$ cat src/rtl/lane_deskew_fifo_pkg.sv
// Shared definitions for the lane deskew buffer and its deskew controller.
// Memory entries carry the alignment-marker tag above the coded block.
package lane_deskew_fifo_pkg;

   localparam int NB_CODED_BLOCK_DEF = 66;
   localparam int NB_MEM_DATA        = NB_CODED_BLOCK_DEF + 1;

   typedef enum logic [1:0] {
      ST_IDLE     = 2'd0,
      ST_WAIT     = 2'd1,
      ST_DESKEWED = 2'd2
   } deskew_state_t;

endpackage

$ cat src/rtl/lane_deskew_fifo_ram.sv
// Simple dual-port RAM for the deskew buffer: one write port, one registered read port.
// A same-address read and write in one cycle returns the old contents.
module deskew_ram #(
   parameter int NB_DATA = 67,
   parameter int DEPTH   = 20,
   parameter int NB_ADDR = $clog2(DEPTH)
) (
   input  logic               i_clock,
   input  logic               i_wr_en,
   input  logic [NB_ADDR-1:0] i_wr_addr,
   input  logic [NB_DATA-1:0] i_wr_data,
   input  logic               i_rd_en,
   input  logic [NB_ADDR-1:0] i_rd_addr,
   output logic [NB_DATA-1:0] o_rd_data
);

   logic [NB_DATA-1:0] mem_q [DEPTH];
   logic [NB_DATA-1:0] rd_data_q;

   always_ff @(posedge i_clock) begin
      if (i_rd_en) rd_data_q <= mem_q[i_rd_addr];
      if (i_wr_en) mem_q[i_wr_addr] <= i_wr_data;
   end

   assign o_rd_data = rd_data_q;

endmodule

$ cat src/rtl/lane_deskew_fifo.sv
// Per-lane deskew buffer: captures the alignment-marker position, then replays
// the lane from that marker once every lane has seen its own marker.
module lane_deskew_fifo
   import lane_deskew_fifo_pkg::*;
#(
   parameter int NB_CODED_BLOCK = NB_CODED_BLOCK_DEF,
   parameter int FIFO_DEPTH     = 20,
   parameter int NB_ADDR        = $clog2(FIFO_DEPTH)
) (
   input  logic                      i_clock,
   input  logic                      i_reset,
   input  logic                      i_enable,
   input  logic                      i_valid,
   input  logic [NB_CODED_BLOCK-1:0] i_data,
   input  logic                      i_aligner_tag,
   input  logic                      i_all_lanes_am,
   input  logic                      i_resync,
   output logic [NB_CODED_BLOCK-1:0] o_data,
   output logic                      o_valid,
   output logic                      o_aligner_tag,
   output logic                      o_am_seen,
   output logic                      o_deskewed,
   output logic                      o_overflow,
   output logic [NB_ADDR-1:0]        o_skew
);

   localparam int NB_MEM = NB_CODED_BLOCK + 1;
   localparam logic [NB_ADDR-1:0] LAST_ADDR = NB_ADDR'(FIFO_DEPTH - 1);

   deskew_state_t      state_q, state_d;
   logic [NB_ADDR-1:0] wr_addr_q, wr_addr_d;
   logic [NB_ADDR-1:0] rd_addr_q, rd_addr_d;
   logic [NB_ADDR-1:0] am_addr_q, am_addr_d;
   logic [NB_ADDR-1:0] skew_cnt_q, skew_cnt_d;
   logic [NB_ADDR-1:0] skew_q, skew_d;
   logic               valid_q, valid_d;
   logic               am_seen_q, am_seen_d;
   logic               overflow_q, overflow_d;
   logic               live_q, live_d;
   logic               wr_en, rd_en;
   logic [NB_MEM-1:0]  rd_data;

   function automatic logic [NB_ADDR-1:0] ptr_inc(input logic [NB_ADDR-1:0] p);
      return (p == LAST_ADDR) ? '0 : p + NB_ADDR'(1);
   endfunction

   assign wr_en = i_enable & i_valid;

   always_comb begin
      state_d    = state_q;
      wr_addr_d  = wr_addr_q;
      rd_addr_d  = rd_addr_q;
      am_addr_d  = am_addr_q;
      skew_cnt_d = skew_cnt_q;
      skew_d     = skew_q;
      live_d     = live_q;
      valid_d    = 1'b0;
      am_seen_d  = 1'b0;
      overflow_d = 1'b0;
      rd_en      = 1'b0;
      if (i_enable) begin
         if (wr_en) wr_addr_d = ptr_inc(wr_addr_q);
         if (i_resync) begin
            state_d    = ST_IDLE;
            skew_cnt_d = '0;
         end else begin
            unique case (state_q)
               ST_IDLE: begin
                  if (wr_en && i_aligner_tag) begin
                     am_addr_d  = wr_addr_q;
                     skew_cnt_d = '0;
                     am_seen_d  = 1'b1;
                     state_d    = ST_WAIT;
                  end
               end
               ST_WAIT: begin
                  // all-lanes-am takes precedence over an overflowing write
                  if (i_all_lanes_am) begin
                     rd_addr_d = am_addr_q;
                     skew_d    = skew_cnt_q;
                     state_d   = ST_DESKEWED;
                  end else if (wr_en) begin
                     if (skew_cnt_q == LAST_ADDR) begin
                        overflow_d = 1'b1;
                        skew_cnt_d = '0;
                        state_d    = ST_IDLE;
                     end else begin
                        skew_cnt_d = skew_cnt_q + NB_ADDR'(1);
                     end
                  end
               end
               ST_DESKEWED: begin
                  if (wr_en) begin
                     rd_en     = 1'b1;
                     rd_addr_d = ptr_inc(rd_addr_q);
                     valid_d   = 1'b1;
                     live_d    = 1'b1;
                  end
               end
               default: state_d = ST_IDLE;
            endcase
         end
      end
   end

   always_ff @(posedge i_clock) begin
      if (i_reset) begin
         state_q    <= ST_IDLE;
         wr_addr_q  <= '0;
         rd_addr_q  <= '0;
         am_addr_q  <= '0;
         skew_cnt_q <= '0;
         skew_q     <= '0;
         valid_q    <= 1'b0;
         am_seen_q  <= 1'b0;
         overflow_q <= 1'b0;
         live_q     <= 1'b0;
      end else begin
         state_q    <= state_d;
         wr_addr_q  <= wr_addr_d;
         rd_addr_q  <= rd_addr_d;
         am_addr_q  <= am_addr_d;
         skew_cnt_q <= skew_cnt_d;
         skew_q     <= skew_d;
         valid_q    <= valid_d;
         am_seen_q  <= am_seen_d;
         overflow_q <= overflow_d;
         live_q     <= live_d;
      end
   end

   deskew_ram #(
      .NB_DATA (NB_MEM),
      .DEPTH   (FIFO_DEPTH),
      .NB_ADDR (NB_ADDR)
   ) u_ram (
      .i_clock   (i_clock),
      .i_wr_en   (wr_en),
      .i_wr_addr (wr_addr_q),
      .i_wr_data ({i_aligner_tag, i_data}),
      .i_rd_en   (rd_en),
      .i_rd_addr (rd_addr_q),
      .o_rd_data (rd_data)
   );

   // RAM contents are not reset, so the data outputs stay zero until the first read
   assign o_data        = live_q ? rd_data[NB_CODED_BLOCK-1:0] : '0;
   assign o_aligner_tag = live_q ? rd_data[NB_MEM-1] : 1'b0;
   assign o_valid       = valid_q;
   assign o_am_seen     = am_seen_q;
   assign o_overflow    = overflow_q;
   assign o_skew        = skew_q;
   assign o_deskewed    = (state_q == ST_DESKEWED);

endmodule

$ cat config.mk
export PLATFORM = sky130hd
export DESIGN_NAME = lane_deskew_fifo
export DESIGN_NICKNAME = d
export VERILOG_FILES = /design/src/rtl/lane_deskew_fifo_pkg.sv /design/src/rtl/lane_deskew_fifo_ram.sv /design/src/rtl/lane_deskew_fifo.sv
export SDC_FILE = /design/constraint.sdc
export NUM_CORES = 1
export LEC_CHECK = 0
export CORE_MARGIN = 10
export CORE_UTILIZATION = 55
export CTS_BUF_LIST = sky130_fd_sc_hd__clkbuf_16
export DETAILED_ROUTE_END_ITERATION = 10
export GPL_TIMING_DRIVEN = 1
export PLACE_DENSITY = 0.75
export RECOVER_POWER = 50
export SETUP_SLACK_MARGIN = 0.4
export SYNTH_ARGS = -nofsm -noshare
export SYNTH_HDL_FRONTEND = slang
export SYNTH_HIERARCHICAL = 1
export SYNTH_SLANG_ARGS = --single-unit
$ cat constraint.sdc
create_clock -name i_clock -period 5.14 [get_ports i_clock]
set_clock_uncertainty 0.15 [all_clocks]
set_input_delay 0.771 -clock i_clock [delete_from_list [all_inputs] [get_ports i_clock]]
set_output_delay 0.771 -clock i_clock [all_outputs]
set_load 0.01 [all_outputs]
## After elaboration in Yosys (flattened, before gate mapping)

Memory sizes are Yosys's and may differ from the RTL's. A register that Yosys moved wholly into a read port is not among the register bits.
Cells that the tools add are included.

- Bits in registers: 31
- Memory bits (writable): 1340
- Output and inout bits: 76
- Memories: 1

- Add/subtract/negate cells: 3
- Equality and inequality tests: 13
- Muxes and demuxes: 26
- Bitwise logic cells: 6
- Reductions and logical operators: 13

Memories:

| name | depth | width | rd ports | clocked after Yosys merged registers in | write ports | RTL line | text |
|---|---|---|---|---|---|---|---|
| u_ram.mem_q | 20 | 67 | 1 | 1 | 1 | lane_deskew_fifo_ram.sv:17 | `logic [NB_DATA-1:0] mem_q [DEPTH];` |

Operator list:

| kind | number |
|---|---|
| 2-to-1 mux 66 bit | 1 |
| 2-to-1 mux 5 bit | 9 |
| case mux 5 bit (2 select lines) | 2 |
| adder 5 x 1 -> 5 bit (second input constant) | 3 |
| == test 5 bit (second input constant) | 3 |
| AND reduction 5 bit | 3 |
| AND reduction 4 bit | 3 |
| 2-to-1 mux 2 bit | 5 |
| != test 3 bit (second input constant) | 3 |
| 2-to-1 mux 1 bit | 8 |
| != test 4 bit (second input constant) | 2 |
| case mux 2 bit (3 select lines) | 1 |
| OR reduction 6 bit | 1 |
| NOT 1 bit | 5 |
| != test 2 bit (second input constant) | 2 |
| OR reduction 4 bit | 1 |
| nonzero test 3 bit | 1 |
| == test 2 x 1 -> 1 bit (second input constant) | 1 |
| == test 2 bit (second input constant) | 1 |
| logical NOT 2 bit | 1 |
| != test 2 x 1 -> 1 bit (second input constant) | 1 |
| AND reduction 2 bit | 1 |
| nonzero test 2 bit | 1 |
| AND 1 bit | 1 |
| logical AND 1 bit | 1 |

## Logic depth before layout (Yosys ltp)

Gate-level depths: netlist of the first run.

- Depth after elaboration: 6
- Gate-level depth with buffers: 8
- Depth with buffers taken out: 5

## Modules after synthesis

Netlist of the first run, hierarchy kept.

By module, submodules not included:

| module | times used | cells an instance | area each (sq um) |
|---|---|---|---|
| deskew_ram | 1 | 2743 | 53311.1 |
| lane_deskew_fifo | 1 | 240 | 1909.3 |

## Least setup slack after synthesis of the first run

Ideal clock, no wire load.

- Path type: input to register
- Start point: in i_valid
- End point: mem u_ram.mem_q[12][0], enable pin
- Arrival time: 4560 ps
- Data required time: 4497 ps
- Slack: -63 ps
- Stages: 5
- Path buffers: 2
- Cell sequence: buf_6 -> and2_1 -> clkbuf_1 -> or3b_2 -> nor2_1

- Word-level cells in the longest chain between the ends: 3

Ends and longest elaborated chain:

| what | RTL line | text |
|---|---|---|
| start: declaration | lane_deskew_fifo.sv:13 | `input logic i_valid,` |
| AND 1 bit | lane_deskew_fifo.sv:47 | `assign wr_en = i_enable & i_valid;` |
| net wr_en | lane_deskew_fifo.sv:40 | `logic wr_en, rd_en;` |
| 2-to-1 mux 1 bit | lane_deskew_fifo_ram.sv:22 | `if (i_wr_en) mem_q[i_wr_addr] <= i_wr_data;` |
| 2-to-1 mux 1 bit (not written as such) | lane_deskew_fifo_ram.sv:22 |  |
| end: declaration | lane_deskew_fifo_ram.sv:17 |  |

The timed path passes the listed nets, and every way through them passes these cells.

## Worst setup path in the final report of the first run

- Start point: in i_enable
- End point: reg u_ram.rd_data_q[23] (netlist: u_ram/o_rd_data[23]) (read register of u_ram.mem_q), enable pin

- Word-level cells in the longest chain between the ends: 5

Ends and longest elaborated chain:

| what | RTL line | text |
|---|---|---|
| start: declaration | lane_deskew_fifo.sv:12 | `input logic i_enable,` |
| AND 1 bit | lane_deskew_fifo.sv:47 |  |
| 2-to-1 mux 1 bit | lane_deskew_fifo.sv:93 | `if (wr_en) begin` |
| 2-to-1 mux 1 bit | - |  |
| 2-to-1 mux 1 bit | lane_deskew_fifo.sv:63 | `if (i_resync) begin` |
| 2-to-1 mux 1 bit (*) | - |  |
| net rd_en | lane_deskew_fifo.sv:40 |  |
| end: declaration | lane_deskew_fifo_ram.sv:18 | `logic [NB_DATA-1:0] rd_data_q;` |

The timed path passes the listed nets; every way through them passes the cells marked *.
A chain may end at the register's enable or synchronous reset.

==> flow_metrics.tcl, run 1 <==
set metrics [dict create \
    status "finished, violations left" \
    failed_checks "capacitance limit, slew limit" \
    rsz0062_at_grt "no" \
    port_buffers 148 \
    fin_nets 3248 \
    postCtsHoldBufs 0 \
    powerDensity_mw_per_mm2 366 \
    std_cell_rows 116 \
    reg2reg_from "state_q[1]" \
    antenna_found_initial 7 \
    min_period_ns 4.24 \
    cts_sinks 1438 \
    fmax_mhz 236 \
    grt_use_total_pct 21.8 \
    multi_input_area_mm2 0.0117 \
    synthCells 2983 \
    via_count 28500 \
    die-area_mm2 0.113 \
    cts-resized-gates 0 \
    async_reset_ff_share_pct 0 \
    worstPathRequired_ns 5.41 \
    die_x_um 337 \
    syn_to_final_growth_pct 13.5 \
    drive_gt1_share_pct 15.1 \
    yosysSeqAreaShare_pct 77.6 \
    drt_iter0_markers 2927 \
    leakage_nw 19.4 \
    gp_congestion 0.793 \
    endpoint_kind "flop" \
    firstDrtPassIters 5 \
    r2r_end "u_ram/o_rd_data[23]" \
    path_clk_slew_ns 0.06 \
    worstSetupPathType "primary input to flop" \
    fillers 6685 \
    max-cap-violations 5 \
    hold_start "o_skew[2]" \
    clockBufferDepth 3 \
    drcViolationCount 0 \
    regArea_mm2 0.0429 \
    total_power_mw 22.9 \
    synth_ff_type "edfxtp_1" \
    synth_area_mm2 0.0552 \
    routedWlPerCell_um 27.1 \
    rrSetupSlack_ns 1.01 \
    min_delay_path_depth 2 \
    avgSynthCellArea_um2 18.5 \
    final_hold_viol_count 0 \
    ir_worst_vdd_v 0.000327 \
    start_util_pct 55.3 \
    synth_fp_nets 3059 \
    finalSetupViolCount 0 \
    synth_edf_count 1407 \
    period_share_pct 82.4 \
    path_max_fanout 42 \
    grt_pass1_vias 29200 \
    ys_seq_elements 1438 \
    grt_overflow 0 \
    postCtsSetupRepairBufs 0 \
    slew_viol_final 161 \
    coreArea_mm2 0.0999 \
    slew_headroom_pct -84.1 \
    dpl.hpwl_um 67900 \
    worst_pin_slew_ns 2.76 \
    cts_tree "built" \
    hp-class "flop to flop" \
    htreeDepth 4 \
    whs_endpoint "o_skew[2]" \
    ys_warn_count 6 \
    reg2reg_depth 5 \
    cts_buffers 138 \
    worst_hold_slack_ns 0.345 \
    die_h_um 337 \
    clock_latency_ns 0.76 \
    postRouteAntennaNets 0 \
    io_pins 149 \
    grt_max_degree 68 \
    synth.distinct_cells 55 \
    wl_um 124000 \
    crit_arrival_ns 4.51 \
    cts_root_buffer "clkbuf_16" \
    cp-start-kind "primary input" \
    viasPerCell 6.22 \
    grt_pass1_wl_um 186000 \
]
## metrics by stage
stage | TNS [ns] | util [%] | worst slack (ns) | std cells | area, µm²
finish | 0 | 62.8 | 0.903 | 4586 | 62700
global route | 0 | 62.8 | 0.812 | 4585 | 62700
detailed placement | 0 | 58.5 | 1.19 | 4330 | 58400
floorplan | -19.88 | - | -0.0628 | 2983 | 55200
CTS | 0 | 62.8 | 1.11 | 4583 | 62700
global placement | 0 | 58.5 | 1.27 | 4330 | 58400
## layout make-up
cell class	instances	area share [%]
clock inverter	113	1.34
clock buffer	140	5.59
timing repair buffer	219	3.40
inverter	9	0.0539
tap	1298	2.59
multi-input combinational	1366	18.6
sequential	1438	68.4
antenna	3	0.0120
## registers in the layout, summed over array words and instances, names as in the netlist
register and count:
o_skew 5, wr_addr_q 5, u_ram/o_rd_data 67, o_overflow 1, u_ram/mem_q 1340, live_q 1
state_q 2, rd_addr_q 5, am_addr_q 5, skew_cnt_q 5, o_am_seen 1, o_valid 1
## layer usage
| metal | part of all wire (%) | wire (µm) | vias up | GRT usage [%] |
|---|---|---|---|---|
| met2 | 50 | 62300 | 1221 | 36.4 |
| met4 | 2.7 | 3300 | 8 | 7.08 |
| met1 | 39 | 48900 | 14700 | 28.6 |
| met5 | 0.036 | 45 | - | 0 |
| met3 | 7.8 | 9650 | 222 | 4.41 |
| li1 | - | - | 12400 | - |
## synth_stat cells (2+ instances only)
library cell,instances,area (µm²)
nand2b_1,8,50.1
buf_4,11,82.6
and2_1,71,444
mux2i_1,347,3470
buf_6,12,135
dfxtp_1,31,621
a41oi_1,2,17.5
nand3_1,8,40.0
nor3_1,3,15.0
or3b_2,3,26.3
or3_1,3,18.8
a21oi_1,8,40.0
and3b_2,2,20.0
clkbuf_1,73,274
buf_1,10,37.5
edfxtp_1,1407,42300
buf_2,62,310
a21o_1,2,15.0
nor2_1,47,176
o22ai_1,202,1260
nand2_1,141,529
nor2b_1,70,438
a211oi_1,135,1010
inv_1,9,33.8
mux4_2,67,1510
mux2_2,135,1520
nand3b_1,5,37.5
o21ai_0,11,55.1
o31ai_1,68,510
nand4_1,2,12.5
xor2_1,2,17.5
ha_1,3,37.5
## worst max-delay path, stage by stage
cell,delay (ns)
dlygate4sd3_1,0.63
nor2b_1,0.39
nand3_1,0.16
inv_1,1.96
buf_4,0.52
## power breakdown
part / leakage (nW) / switching [mW] / internal [mW]
logic: 4.28 / 0.259 / 0.102
registers: 12.9 / 0.0150 / 12.9
clock network: 2.21 / 4.24 / 5.39
total: 19.4 / 4.51 / 18.4
## kinds of logic (layout without fill, tap and decap cells)
logic type / Yosys count / in the layout / share of synthesized area [%]
DFF: 1438 / 1438 / 77.6
AOI/OAI and AO/OA: 436 / 436 / 5.41
xor gates and xnor gates: 3 / 3 / 0.0476
and+or+nand+nor: 375 / 375 / 3.46
other: 0 / 3 / 0
adders and majority gates: 3 / 3 / 0.0680
buffers and inverters: 179 / 481 / 1.61
muxes: 549 / 549 / 11.8
## cell usage in the layout, fill, tap and decap left out, types with 4 or more instances in the layout
cell             synthesis  final
clkinv_8                 0      6
o21ai_0                 11     11
nor2b_1                 70     70
mux4_2                  67     67
buf_12                   0     11
bufinv_16                0      8
inv_1                    9     34
nand3_1                  8      8
mux2i_1                347    347
clkbuf_1                73      5
clkinv_1                 0     39
clkdlybuf4s50_1          0     70
dfxtp_1                 31     28
a21oi_1                  8      8
clkinv_2                 0     22
nor2_4                   0     19
mux2_2                 135    135
nor2_1                  47     28
edfxtp_1              1407   1407
inv_6                    0      4
o31ai_1                 68     68
clkbuf_16                0    140
a211oi_1               135    135
buf_4                   11     55
and2_1                  71     68
clkinvlp_4               0      5
nand2_1                141    140
nand2b_1                 8      5
dlygate4sd3_1            0     78
nand3b_1                 5      5
o22ai_1                202    202
## worst max path at each step
stage	from	to	slack [ns]	depth (start not counted)
global placement	i_valid	u_ram/mem_q[5][31]	1.27	5
floorplan	i_valid	u_ram/mem_q[12][0]	-0.06	5
global route	i_enable	u_ram/o_rd_data[20]	0.81	5
CTS	live_q	o_data[22]	1.11	3
finish	i_enable	u_ram/o_rd_data[23]	0.90	5
detailed placement	i_valid	u_ram/mem_q[5][31]	1.19	5
Note: power is estimated with default switching activity, not from simulation.
==> run 2, diff against run 1 <==
--- a/config.mk
+++ b/config.mk
@@ -10,7 +10,7 @@
 export CTS_BUF_LIST = sky130_fd_sc_hd__clkbuf_16
 export DETAILED_ROUTE_END_ITERATION = 10
 export GPL_TIMING_DRIVEN = 1
-export PLACE_DENSITY = 0.75
+export PLACE_DENSITY = 0.72
 export RECOVER_POWER = 50
 export SETUP_SLACK_MARGIN = 0.4
 export SYNTH_ARGS = -nofsm -noshare
==> constraint.sdc (replaced) <==
create_clock -name i_clock -period 4.3 [get_ports i_clock]
set_clock_uncertainty 0.15 [all_clocks]
set_input_delay 0.645 -clock i_clock [delete_from_list [all_inputs] [get_ports i_clock]]
set_output_delay 0.645 -clock i_clock [all_outputs]
set_load 0.01 [all_outputs]
==> flow_metrics.tcl, run 2 (same netlist as run 1, synthesis figures left out) <==
set metrics [dict create \
    status "finished, violations left" \
    failed_checks "capacitance limit, slew limit" \
    cp-start-kind "primary input" \
    worst_pin_slew_ns 1.63 \
    grt_pass1_vias 29100 \
    reg2reg_depth 5 \
    postCtsHoldBufs 0 \
    r2r_end "u_ram/o_rd_data[41]" \
    grt_use_total_pct 21.6 \
    wl_um 123000 \
    cpMaxStageDelayCell "clkbuf_2" \
    period_share_pct 84.6 \
    path_cells "dlygate4sd3_1 > and2_0 > nand3b_1 > nor2_4 > clkbuf_2" \
    ir_worst_vdd_v 0.000326 \
    reg2reg_from "rd_addr_q[4]" \
    path_max_fanout 44 \
    cts_tree "built" \
    coreArea_mm2 0.0999 \
    busiest_layer "met2" \
    regMostFlops "u_ram/mem_q" \
    combPwrFrac_pct 1.5 \
    grt_use_met1_pct 28.4 \
    antenna_found_initial 5 \
    cts-resized-gates 0 \
    drive_gt1_share_pct 15.5 \
    total_power_mw 27.9 \
    grt_pass1_wl_um 184000 \
    leakage_nw 19.6 \
    gr-usage-met3_pct 3.29 \
    die_x_um 337 \
    fin_nets 3259 \
    postRouteAntennaNets 0 \
    post-place-ws_ns 0.788 \
    p_int_mw 22.5 \
    endpoint_kind "flop" \
    grt_max_degree 78 \
    via_count 28400 \
    drcViolationCount 0 \
    finish.utilization_pct 63.2 \
    worst_hold_slack_ns 0.342 \
    final_hold_viol_count 0 \
    rrSetupSlack_ns 1.19 \
    min_period_ns 3.64 \
    slew_viol_final 45 \
    switching_share_pct 19.2 \
    setup_ws_ns 0.661 \
    slew_headroom_pct -8.38 \
    grt_overflow 0 \
    hp-class "flop to flop" \
    critPathCapture "u_ram/mem_q[13][33]" \
    crit_arrival_ns 3.82 \
    powerDensity_mw_per_mm2 442 \
    rsz0062_at_grt "no" \
    clock_latency_ns 0.75 \
    largest_register_ffs 1340 \
    cts_buffers 142 \
    worstSetupPathType "primary input to flop" \
    dpl.hpwl_um 66700 \
    viasPerCell 6.19 \
    firstDrtPassIters 5 \
    cts_sinks 1438 \
    start_util_pct 55.3 \
    routedWlPerCell_um 26.8 \
    min_delay_path_depth 2 \
    power_frac_clock_pct 43.0 \
    die-area_mm2 0.113 \
    cts_root_buffer "clkbuf_16" \
    postCtsSetupRepairBufs 0 \
    fmax_mhz 275 \
    final_cell_mix "edfxtp_1, mux2i_1, o22ai_1" \
    crit_start "i_valid" \
    p_seq_share_pct 55.5 \
    htreeDepth 4 \
    die_h_um 337 \
    io_pins 149 \
    syn_to_final_growth_pct 14.3 \
    finalSetupViolCount 0 \
    p_sw_mw 5.36 \
    final_common_cell "edfxtp_1" \
    std_cell_rows 116 \
    worstPathRequired_ns 4.48 \
    max-cap-violations 1 \
    met2_usage_pct 37.4 \
    gp_congestion 0.776 \
    port_buffers 148 \
    drt_iter0_markers 2588 \
    max_stage_delay_ns 1.20 \
    clockBufferDepth 3 \
    path_clk_slew_ns 0.06 \
]
[run 2: changes by cell type in the layout (fill, tap and decap cells not counted), moves of 2 or more]
cell	before	now
inv_6	4	6
bufinv_16	8	13
clkinv_8	6	1
inv_1	34	32
clkbuf_2	0	2
buf_4	55	46
buf_12	11	26
clkinv_1	39	33
clkinv_2	22	19
clkbuf_16	140	146
inv_16	2	4
clkinvlp_4	5	3
[run 2: how the worst min path moves through the flow]
stage                       startpoint      endpoint  slack [ns]
after CTS                    o_skew[3]     o_skew[3]        0.35
after detailed placement     o_skew[3]     o_skew[3]        0.34
final                        o_skew[3]     o_skew[3]        0.34
after global placement    am_addr_q[4]  am_addr_q[4]        0.32
after floorplan           am_addr_q[4]  am_addr_q[4]        0.31
after global routing         o_skew[3]     o_skew[3]        0.36
[run 2: final cells by class]
class,count,area (µm²)
sequential,1438,42900
fill,6729,36700
multi-input combinational,1366,11700
clock buffer,146,3650
timing repair buffer,226,2370
tap,1298,1620
clock inverter,104,880
inverter,9,36.3
antenna,2,5.00
[run 2: worst max-delay path: cells and delay by family]
kind	cells	cell delay (ns)
AND/OR/NAND/NOR	3	1.23
buffers and inverters	2	1.90
[run 2: through the flow]
stage | area (µm²) | setup TNS, ns | cells
2_1_floorplan | 55300 | -443.70 | 2983
3_3_place_gp | 58600 | 0 | 4337
3_5_place_dp | 58600 | 0 | 4337
4_1_cts | 63200 | 0 | 4587
5_1_grt | 63100 | 0 | 4588
6_report | 63100 | 0 | 4589
[run 2: layer usage]
layer  part of all wire [%]  up-vias
met3                    6.1      177
met1                     40    14800
met4                    2.3        0
met2                     51     1036
li1                       -    12400
met5                      0        -
[run 2: power groups by stage]
stage	logic, mW	registers [mW]	clock network, mW
after detailed placement	0.436	15.8	0
after global routing	0.464	15.4	12.7
after floorplan	0.142	15.7	0
after global placement	0.411	15.7	0
after CTS	0.439	15.5	12.2
final	0.422	15.5	12.0
==> run 3, diff against run 2 <==
==> constraint.sdc (replaced) <==
create_clock -name i_clock -period 3.69 [get_ports i_clock]
set_clock_uncertainty 0.15 [all_clocks]
set_input_delay 0.5535 -clock i_clock [delete_from_list [all_inputs] [get_ports i_clock]]
set_output_delay 0.5535 -clock i_clock [all_outputs]
set_load 0.01 [all_outputs]
==> flow_metrics.tcl, run 3 (same netlist as run 1, synthesis figures left out) <==
set metrics [dict create \
    viasPerCell 6.25 \
    drive_gt1_share_pct 16.6 \
    clock_latency_ns 0.73 \
    endpoint_kind "flop" \
    min_delay_path_depth 2 \
    cts_tree "built" \
    path_delay_family "buffers and inverters" \
    cp-start-kind "primary input" \
    clockBufferDepth 3 \
    path_buf_inv 2 \
    min_period_ns 3.34 \
    firstDrtPassIters 6 \
    hp-class "flop to flop" \
    io_pins 149 \
    path_depth 5 \
    failed_checks "capacitance limit, slew limit" \
    post-place-ws_ns 0.406 \
    routedWlPerCell_um 28.5 \
    port_buffers 148 \
    grt_pass1_wl_um 194000 \
    grt_max_degree 77 \
    final_common_cell "edfxtp_1" \
    r2r_end "u_ram/o_rd_data[60]" \
    start_util_pct 55.3 \
    period_share_pct 90.6 \
    p_seq_share_pct 55.0 \
    worstSetupPathType "primary input to flop" \
    power_frac_clock_pct 43.3 \
    worstPathRequired_ns 3.86 \
    combPwrFrac_pct 1.7 \
    finalSetupViolCount 0 \
    htreeDepth 4 \
    cts_buffers 141 \
    wl_um 132000 \
    finish.utilization_pct 63.7 \
    die_x_um 337 \
    regMostFlops "u_ram/mem_q" \
    cts_root_buffer "clkbuf_16" \
    via_count 28900 \
    status "finished, violations left" \
    gp_congestion 0.814 \
    critPathCapture "u_ram/mem_q[14][48]" \
    ir_worst_vdd_v 0.000411 \
    path_max_fanout 47 \
    fmax_mhz 299 \
    fin_nets 3288 \
    max-cap-violations 1 \
    postCtsSetupRepairBufs 0 \
    slew_viol_final 48 \
    rsz0062_at_grt "no" \
    final_hold_viol_count 0 \
    grt_overflow 0 \
    p_int_mw 26.3 \
    rrSetupSlack_ns 0.59 \
    max_stage_delay_ns 1.23 \
    reg2reg_depth 6 \
    hold_start "am_addr_q[1]" \
    placed_area_mm2 0.0591 \
    cts_sinks 1438 \
    path_cells "dlygate4sd3_1 > and2_0 > nand3b_1 > nor2_1 > buf_2" \
    std_cell_rows 116 \
    slew_headroom_pct -9.67 \
    grt_pass1_vias 29800 \
    switching_share_pct 19.6 \
    syn_to_final_growth_pct 15.2 \
    antenna_found_initial 8 \
    cpMaxStageDelayCell "buf_2" \
    drt_iter0_markers 2903 \
    path_clk_slew_ns 0.06 \
    coreArea_mm2 0.0999 \
    leakage_nw 19.8 \
    final_cell_mix "edfxtp_1, mux2i_1, o22ai_1" \
    reg2reg_from "rd_addr_q[0]" \
    dpl.hpwl_um 76400 \
    drcViolationCount 0 \
    worst_pin_slew_ns 1.65 \
    largest_register_ffs 1340 \
    crit_start "i_enable" \
    die_h_um 337 \
    die-area_mm2 0.113 \
    finish.instance_area_mm2 0.0636 \
    crit_arrival_ns 3.51 \
    setup_ws_ns 0.348 \
    total_power_mw 32.7 \
    worst_hold_slack_ns 0.344 \
    postRouteAntennaNets 0 \
    powerDensity_mw_per_mm2 514 \
    grt_use_total_pct 23.1 \
    p_sw_mw 6.40 \
]
[run 3: through the flow]
stage	TNS, ns	cells
floorplan	-67.79	2983
global placement	0	4367
detailed placement	0	4367
CTS	0	4626
global route	0	4628
finish	0	4632
[run 3: routing by layer]
| metal | up-vias | GRT usage, % | wire, µm |
|---|---|---|---|
| met5 | - | 0 | 13 |
| met4 | 2 | 8.09 | 4000 |
| met3 | 237 | 4.36 | 10300 |
| met2 | 1368 | 39.3 | 66900 |
| met1 | 14800 | 29.7 | 50600 |
| li1 | 12500 | - | - |
[run 3: cell type report]
cell class / count / area (µm²)
sequential: 1438 / 42900
fill: 6689 / 36200
multi-input combinational: 1366 / 11600
clock buffer: 144 / 3600
timing repair buffer: 256 / 2800
tap: 1298 / 1620
clock inverter: 115 / 1020
inverter: 9 / 36.3
antenna: 6 / 15.0
[run 3: timing repair]
item / 4_1_cts / 5_1_grt
gates resized for setup: 1 / 0
setup endpoints to repair: 39 / 0
hold buffers: 0 / 0
[run 3: power by group through the flow]
stage / sequential [mW] / clock, mW / combinational, mW
after floorplan: 18.4 / 0 / 0.165
after global placement: 18.4 / 0 / 0.531
after detailed placement: 18.4 / 0 / 0.560
after CTS: 18.0 / 14.4 / 0.564
after global routing: 18.0 / 15.0 / 0.586
final: 18.0 / 14.2 / 0.543
[run 3: worst min-delay path by stage]
| stage | end |
|---|---|
| 3_5_place_dp | am_addr_q[1] |
| 6_report | am_addr_q[1] |
| 5_1_grt | am_addr_q[1] |
| 2_1_floorplan | am_addr_q[4] |
| 4_1_cts | am_addr_q[1] |
| 3_3_place_gp | am_addr_q[4] |
[run 3: worst register-to-register path: stages (launching register included)]
cell      delay [ns]
dfxtp_4         0.81
buf_12          0.29
buf_4           0.41
mux2i_1         0.31
o22ai_1         0.12
a211oi_1        0.57
o31ai_1         0.16
